==> src/rtl/load_store_unit_pkg.sv <==
// ----------------------------------------------------------------------------
// load_store_unit_pkg
// Shared definitions for the load/store unit: ALU operation codes, the LSU
// state encoding, access-size classification and small decode helpers.
// ----------------------------------------------------------------------------
package load_store_unit_pkg;

    // ALU operation codes (6-bit alucode)
    localparam logic [5:0] ALU_ADD = 6'd0;
    localparam logic [5:0] ALU_SUB = 6'd1;
    localparam logic [5:0] ALU_AND = 6'd2;
    localparam logic [5:0] ALU_OR  = 6'd3;
    localparam logic [5:0] ALU_XOR = 6'd4;
    localparam logic [5:0] ALU_SLL = 6'd5;
    localparam logic [5:0] ALU_LB  = 6'd16;
    localparam logic [5:0] ALU_LH  = 6'd17;
    localparam logic [5:0] ALU_LW  = 6'd18;
    localparam logic [5:0] ALU_LBU = 6'd19;
    localparam logic [5:0] ALU_LHU = 6'd20;
    localparam logic [5:0] ALU_SB  = 6'd21;
    localparam logic [5:0] ALU_SH  = 6'd22;
    localparam logic [5:0] ALU_SW  = 6'd23;

    typedef enum logic [1:0] {
        LSU_IDLE = 2'd0,
        LSU_REQ  = 2'd1,
        LSU_RESP = 2'd2
    } lsu_state_e;

    typedef enum logic [1:0] {
        SZ_NONE = 2'd0,
        SZ_BYTE = 2'd1,
        SZ_HALF = 2'd2,
        SZ_WORD = 2'd3
    } acc_size_e;

    function automatic acc_size_e acc_size(input logic [5:0] op);
        case (op)
            ALU_LB, ALU_LBU, ALU_SB: return SZ_BYTE;
            ALU_LH, ALU_LHU, ALU_SH: return SZ_HALF;
            ALU_LW, ALU_SW:          return SZ_WORD;
            default:                 return SZ_NONE;
        endcase
    endfunction

    function automatic logic is_mem_op(input logic [5:0] op);
        return acc_size(op) != SZ_NONE;
    endfunction

    function automatic logic is_store_op(input logic [5:0] op);
        return (op == ALU_SB) || (op == ALU_SH) || (op == ALU_SW);
    endfunction

    function automatic logic is_signed_load(input logic [5:0] op);
        return (op == ALU_LB) || (op == ALU_LH);
    endfunction

endpackage

==> src/rtl/load_store_unit_if.sv <==
// ----------------------------------------------------------------------------
// load_store_unit_if
// Word-wide data-memory request/ack bus.
//   mem_req   : request, held until mem_ack
//   mem_we    : 1 = store
//   mem_addr  : word-aligned address
//   mem_be    : byte enables
//   mem_wdata : store data, replicated into byte lanes
//   mem_rdata : read data, valid with mem_ack
//   mem_ack   : one-cycle completion
// master = load/store unit, slave = memory.
// ----------------------------------------------------------------------------
interface load_store_unit_if;
    logic        mem_req;
    logic        mem_we;
    logic [31:0] mem_addr;
    logic [3:0]  mem_be;
    logic [31:0] mem_wdata;
    logic [31:0] mem_rdata;
    logic        mem_ack;

    modport master (
        output mem_req, mem_we, mem_addr, mem_be, mem_wdata,
        input  mem_rdata, mem_ack
    );

    modport slave (
        input  mem_req, mem_we, mem_addr, mem_be, mem_wdata,
        output mem_rdata, mem_ack
    );
endinterface

==> src/rtl/load_store_unit_align.sv <==
// ----------------------------------------------------------------------------
// load_store_unit_align
// Combinational byte-lane logic for the load/store unit.
//   i_alucode    : operation code
//   i_addr_lo    : address bits [1:0]
//   i_store_data : rs2 value for stores
//   i_mem_rdata  : raw read word from memory
//   o_mem_be     : byte enables (0 for non-memory ops)
//   o_mem_wdata  : store data replicated into lanes (0 for non-stores)
//   o_load_data  : selected lane, sign/zero-extended
//   o_misalign   : access crosses its natural alignment
// ----------------------------------------------------------------------------
module load_store_unit_align
    import load_store_unit_pkg::*;
(
    input  logic [5:0]  i_alucode,
    input  logic [1:0]  i_addr_lo,
    input  logic [31:0] i_store_data,
    input  logic [31:0] i_mem_rdata,
    output logic [3:0]  o_mem_be,
    output logic [31:0] o_mem_wdata,
    output logic [31:0] o_load_data,
    output logic        o_misalign
);

    // Only the low halfword of the shifted word is ever selected.
    logic [15:0]        w_lane;
    logic signed [7:0]  w_lane_b;
    logic signed [15:0] w_lane_h;
    logic               w_store;
    logic               w_sext;

    assign w_lane   = 16'(i_mem_rdata >> {i_addr_lo, 3'b000});
    assign w_lane_b = w_lane[7:0];
    assign w_lane_h = w_lane;
    assign w_store  = is_store_op(i_alucode);
    assign w_sext   = is_signed_load(i_alucode);

    always_comb begin
        o_mem_be    = 4'b0000;
        o_mem_wdata = 32'h0;
        o_load_data = 32'h0;
        o_misalign  = 1'b0;
        case (acc_size(i_alucode))
            SZ_BYTE: begin
                o_mem_be    = 4'b0001 << i_addr_lo;
                o_mem_wdata = w_store ? {4{i_store_data[7:0]}} : 32'h0;
                o_load_data = w_sext ? 32'(w_lane_b) : {24'h0, w_lane_b};
            end
            SZ_HALF: begin
                o_misalign  = i_addr_lo[0];
                o_mem_be    = 4'b0011 << i_addr_lo;
                o_mem_wdata = w_store ? {2{i_store_data[15:0]}} : 32'h0;
                o_load_data = w_sext ? 32'(w_lane_h) : {16'h0, w_lane_h};
            end
            SZ_WORD: begin
                o_misalign  = |i_addr_lo;
                o_mem_be    = 4'b1111;
                o_mem_wdata = w_store ? i_store_data : 32'h0;
                o_load_data = i_mem_rdata;
            end
            default: ;
        endcase
    end

endmodule

==> src/rtl/load_store_unit.sv <==
// ----------------------------------------------------------------------------
// load_store_unit
// Memory-access stage after the ALU. Loads/stores go out on the memory bus
// with byte enables; loads come back aligned and extended. Other ops pass
// alu_result straight through. One op in flight; in_ready only in IDLE.
//   clk, rst                : clock, synchronous active-high reset
//   in_valid / in_ready     : upstream handshake
//   alucode, alu_result,
//   store_data, rd_in       : operation from the ALU
//   out_valid, out_data,
//   out_rd, out_misalign,
//   out_buserr              : one-cycle completion to writeback
//   mem                     : data-memory bus (master side)
// ----------------------------------------------------------------------------
module load_store_unit
    import load_store_unit_pkg::*;
#(
    parameter int TIMEOUT_CYC = 255,
    parameter int CNT_W       = 8
) (
    input  logic                  clk,
    input  logic                  rst,
    input  logic                  in_valid,
    output logic                  in_ready,
    input  logic [5:0]            alucode,
    input  logic [31:0]           alu_result,
    input  logic [31:0]           store_data,
    input  logic [4:0]            rd_in,
    output logic                  out_valid,
    output logic [31:0]           out_data,
    output logic [4:0]            out_rd,
    output logic                  out_misalign,
    output logic                  out_buserr,
    load_store_unit_if.master     mem
);

    localparam logic [CNT_W-1:0] LP_CNT_LAST = CNT_W'(TIMEOUT_CYC - 1);

    lsu_state_e       r_state;
    logic [5:0]       r_op;
    logic [1:0]       r_addr_lo;
    logic [CNT_W-1:0] r_cnt;
    logic             r_in_ready;
    logic             r_out_valid;
    logic [31:0]      r_out_data;
    logic [4:0]       r_out_rd;
    logic             r_out_misalign;
    logic             r_out_buserr;
    logic             r_mem_req;
    logic             r_mem_we;
    logic [31:0]      r_mem_addr;
    logic [3:0]       r_mem_be;
    logic [31:0]      r_mem_wdata;

    logic [5:0]       w_op;
    logic [1:0]       w_addr_lo;
    logic [3:0]       w_be;
    logic [31:0]      w_wdata;
    logic [31:0]      w_load;
    logic             w_misalign;

    // In IDLE the lane logic decodes the incoming op so be/wdata/misalign can
    // be registered at acceptance; afterwards it decodes the latched op so the
    // returning read word is aligned against the original address.
    assign w_op      = (r_state == LSU_IDLE) ? alucode : r_op;
    assign w_addr_lo = (r_state == LSU_IDLE) ? alu_result[1:0] : r_addr_lo;

    load_store_unit_align u_align (
        .i_alucode    (w_op),
        .i_addr_lo    (w_addr_lo),
        .i_store_data (store_data),
        .i_mem_rdata  (mem.mem_rdata),
        .o_mem_be     (w_be),
        .o_mem_wdata  (w_wdata),
        .o_load_data  (w_load),
        .o_misalign   (w_misalign)
    );

    always_ff @(posedge clk) begin
        if (rst) begin
            r_state        <= LSU_IDLE;
            r_op           <= 6'h0;
            r_addr_lo      <= 2'b00;
            r_cnt          <= '0;
            r_in_ready     <= 1'b1;
            r_out_valid    <= 1'b0;
            r_out_data     <= 32'h0;
            r_out_rd       <= 5'h0;
            r_out_misalign <= 1'b0;
            r_out_buserr   <= 1'b0;
            r_mem_req      <= 1'b0;
            r_mem_we       <= 1'b0;
            r_mem_addr     <= 32'h0;
            r_mem_be       <= 4'b0000;
            r_mem_wdata    <= 32'h0;
        end else begin
            case (r_state)
                LSU_IDLE: begin
                    if (in_valid) begin
                        r_op       <= alucode;
                        r_addr_lo  <= alu_result[1:0];
                        r_out_rd   <= rd_in;
                        r_in_ready <= 1'b0;
                        if (!is_mem_op(alucode)) begin
                            r_out_data  <= alu_result;
                            r_out_valid <= 1'b1;
                            r_state     <= LSU_RESP;
                        end else if (w_misalign) begin
                            r_out_data     <= 32'h0;
                            r_out_misalign <= 1'b1;
                            r_out_valid    <= 1'b1;
                            r_state        <= LSU_RESP;
                        end else begin
                            r_mem_req   <= 1'b1;
                            r_mem_we    <= is_store_op(alucode);
                            r_mem_addr  <= {alu_result[31:2], 2'b00};
                            r_mem_be    <= w_be;
                            r_mem_wdata <= w_wdata;
                            r_cnt       <= '0;
                            r_state     <= LSU_REQ;
                        end
                    end
                end
                LSU_REQ: begin
                    if (mem.mem_ack) begin
                        r_mem_req   <= 1'b0;
                        r_mem_we    <= 1'b0;
                        r_out_data  <= is_store_op(r_op) ? 32'h0 : w_load;
                        r_out_valid <= 1'b1;
                        r_state     <= LSU_RESP;
                    end else if (r_cnt == LP_CNT_LAST) begin
                        r_mem_req    <= 1'b0;
                        r_mem_we     <= 1'b0;
                        r_out_data   <= 32'h0;
                        r_out_buserr <= 1'b1;
                        r_out_valid  <= 1'b1;
                        r_state      <= LSU_RESP;
                    end else begin
                        r_cnt <= r_cnt + 1'b1;
                    end
                end
                LSU_RESP: begin
                    // Fault flags are meaningful only alongside out_valid.
                    r_out_valid    <= 1'b0;
                    r_out_misalign <= 1'b0;
                    r_out_buserr   <= 1'b0;
                    r_in_ready     <= 1'b1;
                    r_state        <= LSU_IDLE;
                end
                default: begin
                    r_state    <= LSU_IDLE;
                    r_in_ready <= 1'b1;
                end
            endcase
        end
    end

    assign in_ready      = r_in_ready;
    assign out_valid     = r_out_valid;
    assign out_data      = r_out_data;
    assign out_rd        = r_out_rd;
    assign out_misalign  = r_out_misalign;
    assign out_buserr    = r_out_buserr;
    assign mem.mem_req   = r_mem_req;
    assign mem.mem_we    = r_mem_we;
    assign mem.mem_addr  = r_mem_addr;
    assign mem.mem_be    = r_mem_be;
    assign mem.mem_wdata = r_mem_wdata;

endmodule

==> src/flat_wrapper.sv <==
// flat-port wrapper written by rule: the top's interface ports become plain ports
module load_store_unit_flat import load_store_unit_pkg::*;
#(
    parameter int TIMEOUT_CYC = 255,
    parameter int CNT_W       = 8
)
  (clk, rst, in_valid, in_ready, alucode, alu_result, store_data, rd_in, out_valid, out_data, out_rd, out_misalign, out_buserr, mem_mem_req, mem_mem_we, mem_mem_addr, mem_mem_be, mem_mem_wdata, mem_mem_rdata, mem_mem_ack);
  load_store_unit_if mem_i ();
  input  logic clk;
  input  logic rst;
  input  logic in_valid;
  output logic in_ready;
  input  logic [5:0] alucode;
  input  logic [31:0] alu_result;
  input  logic [31:0] store_data;
  input  logic [4:0] rd_in;
  output logic out_valid;
  output logic [31:0] out_data;
  output logic [4:0] out_rd;
  output logic out_misalign;
  output logic out_buserr;
  output wire logic [$bits(mem_i.mem_req)-1:0] mem_mem_req;
  output wire logic [$bits(mem_i.mem_we)-1:0] mem_mem_we;
  output wire logic [$bits(mem_i.mem_addr)-1:0] mem_mem_addr;
  output wire logic [$bits(mem_i.mem_be)-1:0] mem_mem_be;
  output wire logic [$bits(mem_i.mem_wdata)-1:0] mem_mem_wdata;
  input wire logic [$bits(mem_i.mem_rdata)-1:0] mem_mem_rdata;
  input wire logic [$bits(mem_i.mem_ack)-1:0] mem_mem_ack;
  assign mem_mem_req = mem_i.mem_req;
  assign mem_mem_we = mem_i.mem_we;
  assign mem_mem_addr = mem_i.mem_addr;
  assign mem_mem_be = mem_i.mem_be;
  assign mem_mem_wdata = mem_i.mem_wdata;
  assign mem_i.mem_rdata = mem_mem_rdata;
  assign mem_i.mem_ack = mem_mem_ack;
  load_store_unit #(.TIMEOUT_CYC(TIMEOUT_CYC), .CNT_W(CNT_W)) u_core (.clk(clk), .rst(rst), .in_valid(in_valid), .in_ready(in_ready), .alucode(alucode), .alu_result(alu_result), .store_data(store_data), .rd_in(rd_in), .out_valid(out_valid), .out_data(out_data), .out_rd(out_rd), .out_misalign(out_misalign), .out_buserr(out_buserr), .mem(mem_i));
endmodule
==> config.mk <==
export PLATFORM = sky130hd
export DESIGN_NAME = load_store_unit_flat
export DESIGN_NICKNAME = d
export VERILOG_FILES = /design/src/rtl/load_store_unit_pkg.sv /design/src/rtl/load_store_unit_if.sv /design/src/rtl/load_store_unit_align.sv /design/src/rtl/load_store_unit.sv /design/src/flat_wrapper.sv
export SDC_FILE = /design/constraint.sdc
export NUM_CORES = 1
export LEC_CHECK = 0
export CAP_MARGIN = 20
export CELL_PAD_IN_SITES_DETAIL_PLACEMENT = 0
export CELL_PAD_IN_SITES_GLOBAL_PLACEMENT = 1
export CORE_ASPECT_RATIO = 1.2
export CORE_MARGIN = 1.5
export CORE_UTILIZATION = 25
export DETAILED_ROUTE_END_ITERATION = 16
export HOLD_SLACK_MARGIN = 0.03
export PLACE_DENSITY_LB_ADDON = 0.1
export SYNTH_ARGS = -nofsm -noshare
export SYNTH_HDL_FRONTEND = slang
export SYNTH_SLANG_ARGS = --single-unit
==> constraint.sdc <==
create_clock -name clk -period 3.75 [get_ports clk]
set_input_delay 0.5625 -clock clk [delete_from_list [all_inputs] [get_ports clk]]
set_output_delay 0.5625 -clock clk [all_outputs]
set_load 0.01 [all_outputs]
# Word-level counts from Yosys, hierarchy flattened
# Memories as Yosys holds them, arrays and structs flattened.
# Cells that the tools add are included.
word_totals:
  regBits: 127
  mem_bits_ro: 128
  input_bits: 111
  output_inout_bits: 111
  n_memories: 2
mem_list:
  columns: ["memory", "depth", "width", "read_ports", "rd_ports_with_merged_regs", "wr", "line", "rtl"]
  rows:
  - ["(no name shown)", 32, 2, 1, 0, 0, "load_store_unit_pkg.sv:38", "case (op)"]
  - ["(no name shown)", 32, 2, 1, 0, 0, "load_store_unit_pkg.sv:38", null]
classes:
  n_addsub: 1
  eq_ne: 26
  shift: 3
  n_mux: 58
  bitwise: 2
  reduce_logical: 24
ops:
  columns: ["op", "count"]
  rows:
  - ["two-way mux 32 bit", 11]
  - ["case mux 32 bit (3 select lines)", 2]
  - ["equality test 6 x 5 -> 1 bit, second input constant", 11]
  - ["case mux 32 bit (2 select lines)", 1]
  - ["two-way mux 8 bit", 5]
  - ["right shift 32 x 5 -> 16 bit", 1]
  - ["two-way mux 2 bit", 11]
  - ["two-way mux 1 bit", 17]
  - ["case mux 8 bit (2 select lines)", 1]
  - ["AND reduction 4 bit", 4]
  - ["!= test 2 bit, second input constant", 6]
  - ["case mux 1 bit (2 select lines)", 6]
  - ["case mux 4 bit (3 select lines)", 1]
  - ["adder 8 x 1 -> 8 bit, second input constant", 1]
  - ["equality test 8 bit, second input constant", 1]
  - ["nonzero test 2 bit", 4]
  - ["logical OR 1 bit", 7]
  - ["equality test 2 bit, second input constant", 3]
  - ["two-way mux 6 bit", 1]
  - ["AND reduction 2 bit", 3]
  - ["AND reduction 6 bit", 1]
  - ["AND reduction 5 bit", 1]
  - ["equality test 2 x 1 -> 1 bit, second input constant", 2]
  - ["case mux 2 bit (2 select lines)", 1]
  - ["other kinds (11)", 12]

# Depth between registers and ports, before layout
# An unclocked memory read counts as a cell.
logic_depth:
  ltp_word: 10
  ltp_mapped: 22
  depth_no_buf: 17

# Modules after synthesis
# A second synthesis with hierarchy kept.
unflattened:
  cells_unflattened: 817
  hier_area_um2: 6786.5
modules_own_cells:
  columns: ["module", "n_inst", "cells_each", "area_per_inst_um2", "seq_area_each_um2"]
  rows:
  - ["load_store_unit", 1, 615, 5328.9, 2542.4]
  - ["load_store_unit_align", 1, 202, 1457.6, 0.0]

# Worst setup path after synthesis
# No wires, ideal clock.
synth_timing:
  path_kind: "reg2reg"
  start: "reg u_core.r_state[1]"
  end: "reg u_core.r_out_data[29], in the netlist u_core.out_data[29]"
  t_arrival_ns: 3.257
  slack_ns: 0.353
  path_stages_with_launch: 22
  n_path_buf: 5
  cell_sequence: "dfxtp_1 -> buf_6 -> nor2_4 -> mux2i_1 -> ha_1 -> inv_1 -> nand2_1 -> o21ai_0 -> nand2_1 -> inv_1 -> ha_1 -> buf_2 -> or2_2 -> buf_2 -> o31ai_1 -> nand3_1 -> a31oi_1 -> or3_1 -> buf_4 -> buf_6 -> a221oi_2 -> a211oi_2"
synth_via:
  elab_chain_len: 9
  elab_cells_between_ends: 26
  classes_between: "eq/ne: 9; shift: 1; mux: 10; reduce/logical: 5; memory: 1"
synth_lines:
  columns: ["item", "line", "rtl"]
  rows:
  - ["from (decl)", "load_store_unit.sv:39", "lsu_state_e r_state;"]
  - ["from (signal assigned)", "load_store_unit.sv:81", "r_state <= LSU_IDLE;"]
  - ["from (signal assigned)", "load_store_unit.sv:107", "r_state <= LSU_RESP;"]
  - ["from (signal assigned)", "load_store_unit.sv:112", "r_state <= LSU_RESP;"]
  - ["zero test 2 bit", "load_store_unit.sv:65, load_store_unit.sv:66, load_store_unit.sv:97", null]
  - ["two-way mux 6 bit", "load_store_unit.sv:65", "assign w_op = (r_state == LSU_IDLE) ? alucode : r_op;"]
  - ["memory (32 x 2 bit) or equality test 6 x 5 -> 1 bit (tied branches)", null, null]
  - ["two-way mux 2 bit or logical OR 1 bit (tied branches)", "load_store_unit_pkg.sv:38, load_store_unit_pkg.sv:55", null]
  - ["equality test 2 bit (tied with other cells)", "load_store_unit_align.sv:44", "case (acc_size(i_alucode))"]
  - ["case mux 32 bit (3 select lines)", "load_store_unit_align.sv:44", null]
  - ["two-way mux 32 bit", "load_store_unit.sv:128", "r_out_data <= is_store_op(r_op) ? 32'h0 : w_load;"]
  - ["two-way mux 32 bit", "load_store_unit.sv:125", "if (mem.mem_ack) begin"]
  - ["case mux 32 bit (2 select lines)", "load_store_unit.sv:97", "case (r_state)"]
  - ["to (signal assigned)", "load_store_unit.sv:105", "r_out_data <= alu_result;"]
  - ["to (signal assigned)", "load_store_unit.sv:128", null]
  - ["to (decl)", "load_store_unit.sv:45", "logic [31:0] r_out_data;"]
# Several ways; a longest one is shown, not always the timed one.
# A chain may end at the register's enable or synchronous reset.

# Worst setup path after layout
layout_timing:
  start: "reg u_core.r_state[1]"
  end: "reg u_core.r_cnt[5]"
layout_via:
  elab_chain_len: 8
  elab_cells_between_ends: 18
  classes_between: "eq/ne: 8; mux: 5; reduce/logical: 4; memory: 1"
layout_lines:
  columns: ["item", "line", "rtl"]
  rows:
  - ["zero test 2 bit", "load_store_unit.sv:65, load_store_unit.sv:66, load_store_unit.sv:97", null]
  - ["two-way mux 6 bit", "load_store_unit.sv:65", null]
  - ["memory (32 x 2 bit)", null, null]
  - ["two-way mux 2 bit", "load_store_unit_pkg.sv:38", null]
  - ["equality test 2 bit", "load_store_unit_align.sv:44", null]
  - ["case mux 1 bit (2 select lines)", "load_store_unit_align.sv:44", null]
  - ["!= test 2 bit (no source line)", null, null]
  - ["AND reduction 6 bit (no source line)", null, null]
  - ["to (signal assigned)", "load_store_unit.sv:139", "r_cnt <= r_cnt + 1'b1;"]
  - ["to (decl)", "load_store_unit.sv:42", "logic [CNT_W-1:0] r_cnt;"]
# Several ways; a longest one is shown, not always the timed one.

==> results_dict.tcl <==
set metrics [dict create \
    syn_area_per_cell_um2 8.57 \
    core-area_mm2 0.0255 \
    power_density_mw_per_mm2 399 \
    wire_per_inst_um 19.5 \
    insertedDiodeCount 0 \
    first_global_vias 6494 \
    gp_congestion 0.805 \
    worstSkewPairLatency_ns 0.43 \
    timing.fmax_mhz 298 \
    rsz0062_at_grt "false" \
    final_cell_mix "218 x clkdlybuf4s50_1, 127 x dfxtp_1, 117 x nand2_1" \
    critPathMaxFanout 9 \
    h-tree-depth 4 \
    start_util_pct 25.5 \
    grt_usage_pct 19.0 \
    startpoint_type "flop" \
    ys.flop_type "dfxtp_1" \
    place.port_buffers 219 \
    area_growth_pct 51.1 \
    cts.sinks 127 \
    ys_warn_count 0 \
    syn-cell-area_mm2 0.00648 \
    postLayoutSetupSlackWorst_ns 0.399 \
    end_kind "flop" \
    drcViolationCount 0 \
    first_pass_iters 6 \
    fin_setup_tns_ns 0 \
    status "finished, final reports clean" \
    nNetsFinal 1092 \
    async_flop_share_pct 0 \
    ant_nets 0 \
    setup_viol 0 \
    drive_gt1_share_pct 12.1 \
    rows 64 \
    cts_tree "built" \
    cts-root-buf "clkbuf_16" \
    final_common_cell "clkdlybuf4s50_1" \
    synth-simple-area-share_pct 22.3 \
    fin_crit_ns 3.35 \
    synthAdderAreaFrac_pct 2.12 \
    synth_edf_count 0 \
    cts_hold_buf 0 \
    routed_wl_mm 25.6 \
    antenna_found_initial 0 \
    via_per_inst 4.96 \
    vias 6509 \
    synth.area.mux_share_pct 3.09 \
    synth_xor_area_share_pct 0.810 \
    die_y_um 179 \
    synth_top_family_by_area "compound AO/OA/AOI/OAI gates" \
    grt-ovfl-total 0 \
    finalHoldViolCount 0 \
    ir_worst_vdd_v 0.000274 \
    ios 222 \
    stdcell_count 1312 \
    ys_seq_area_share_pct 39.2 \
    slew_violations 0 \
    grt_max_degree 73 \
    cts_resized 0 \
    hpwlAfterDp_mm 19.0 \
    synthCells 757 \
    fillers 2635 \
    synth_compound_area_share_pct 26.8 \
    postCtsSetupBuffers 0 \
    die_w_um 150 \
    dp_slack_ns 0.0413 \
    place_inst 1281 \
    hold_path_class "reg2reg" \
    clkTransAtPathRegs_ns 0.06 \
    clk_path_buf_depth 2 \
    skew_ns 0.0136 \
    power_leakage_nw 3.47 \
    maxSlewHeadroom_pct 46.8 \
    dieArea_mm2 0.0269 \
    yosysTopAreaCellShare_pct 39.2 \
    grt_pass1_wl_mm 38.9 \
    worstPathArrival_ns 3.65 \
    crit_required_ns 4.05 \
    finalCritPeriodShare_pct 89.3 \
    drtIter0Drc 479 \
    ys_types 66 \
    worstSetupPathType "reg2reg" \
    power.total_mw 3.90 \
    ys_seq_elements 127 \
    tightestPinTransition_ns 0.798 \
    maxCapViolations 0 \
    synth.area.top_cells "dfxtp_1 39%, nand2_1 6.8%, a21oi_1 4.9%" \
    synth_area_leader_cell "dfxtp_1" \
    cts_buffers 17 \
]
metrics by stage:
step                      instance area [um2]  hold slack, ns  utilization (%)
after floorplan                          6490           0.432                -
after global placement                   9190           0.442             36.1
after detailed placement                 9190           0.446             36.1
after CTS                                9790           0.455             38.5
after global routing                     9790           0.474             38.5
final                                    9790           0.452             38.5
critical path, stage by stage, from the launching register on:
cell and delay, ns:
dfxtp_1 0.35, or2_1 0.33, nand2_1 0.09, o21ai_0 0.08, ha_1 0.29, inv_1 0.05
nand2_1 0.05, o21ai_0 0.08, nand2_1 0.13, inv_1 0.07, ha_1 0.20, or2_2 0.31
buf_4 0.18, o211a_1 0.16, a2111oi_4 0.35, buf_4 0.20, nand4_1 0.11, xor2_1 0.16
nor2_1 0.05
final cells by class:
cell class	count	area [um2]	area share (%)
Multi-Input combinational cell	555	3600	36.8
Tap cell	330	413	4.22
Sequential cell	127	2540	26.0
Inverter	10	37.5	0.383
Clock buffer	17	425	4.34
Clock inverter	14	183	1.87
Timing Repair Buffer	259	2590	26.4
Yosys cell counts (8+ instances only):
master,instances
dfxtp_1,127
a221oi_2,10
ha_1,11
nand3_1,20
buf_2,20
a222oi_1,15
a21oi_1,63
nand3b_1,32
inv_1,9
a221oi_1,14
a22oi_1,16
o31ai_1,26
mux2i_1,11
mux2_1,8
nor3_1,17
a211oi_1,21
nand2_1,117
nor2_1,67
clkbuf_1,35
a211oi_2,10
state kept, by name, indices dropped and copies added, names as in the netlist:
signal and flops:
u_core.mem.mem_wdata 32, u_core.out_data 32, u_core.mem.mem_addr 30, u_core.r_cnt 8
u_core.r_op 6, u_core.out_rd 5, u_core.mem.mem_be 4, u_core.r_addr_lo 2
u_core.r_state 2, u_core.in_ready 1, u_core.mem.mem_req 1, u_core.mem.mem_we 1
u_core.out_buserr 1, u_core.out_misalign 1, u_core.out_valid 1
cell families (layout without fill, tap and decap cells):
group,count (synthesis),after routing
buffers and inverters,76,300
other,1,2
multiplexers,19,19
XOR/XNOR,6,6
adder cells (fa/ha/maj),11,11
AND/OR/NAND/NOR,298,298
AO/OA/AOI/OAI,219,219
flip-flops,127,127
final timing paths:
check                            start  slack (ns)                    to  cells past startpoint
hold / removal    u_core.mem.mem_be[0]        0.45  u_core.mem.mem_be[0]                      2
hold reg to reg   u_core.mem.mem_be[0]        0.45  u_core.mem.mem_be[0]                      2
setup reg to reg     u_core.r_state[1]        0.40       u_core.r_cnt[5]                     18
setup / recovery     u_core.r_state[1]        0.40       u_core.r_cnt[5]                     18
power breakdown:
part | switching, mW | total, mW | leakage (nW) | internal, mW
registers | 0.0365 | 1.44 | 1.03 | 1.41
logic | 0.352 | 0.708 | 2.14 | 0.356
clock network | 0.696 | 1.75 | 0.298 | 1.06
per-layer routing:
layer,vias to the layer above,track usage [%],wire (um)
li1,3192,-,-
met4,0,6.12,559
met5,-,0,0
met1,3114,22.5,10500
met3,28,4.97,1400
met2,175,32.9,13100
(Power assumes the default switching activity.)
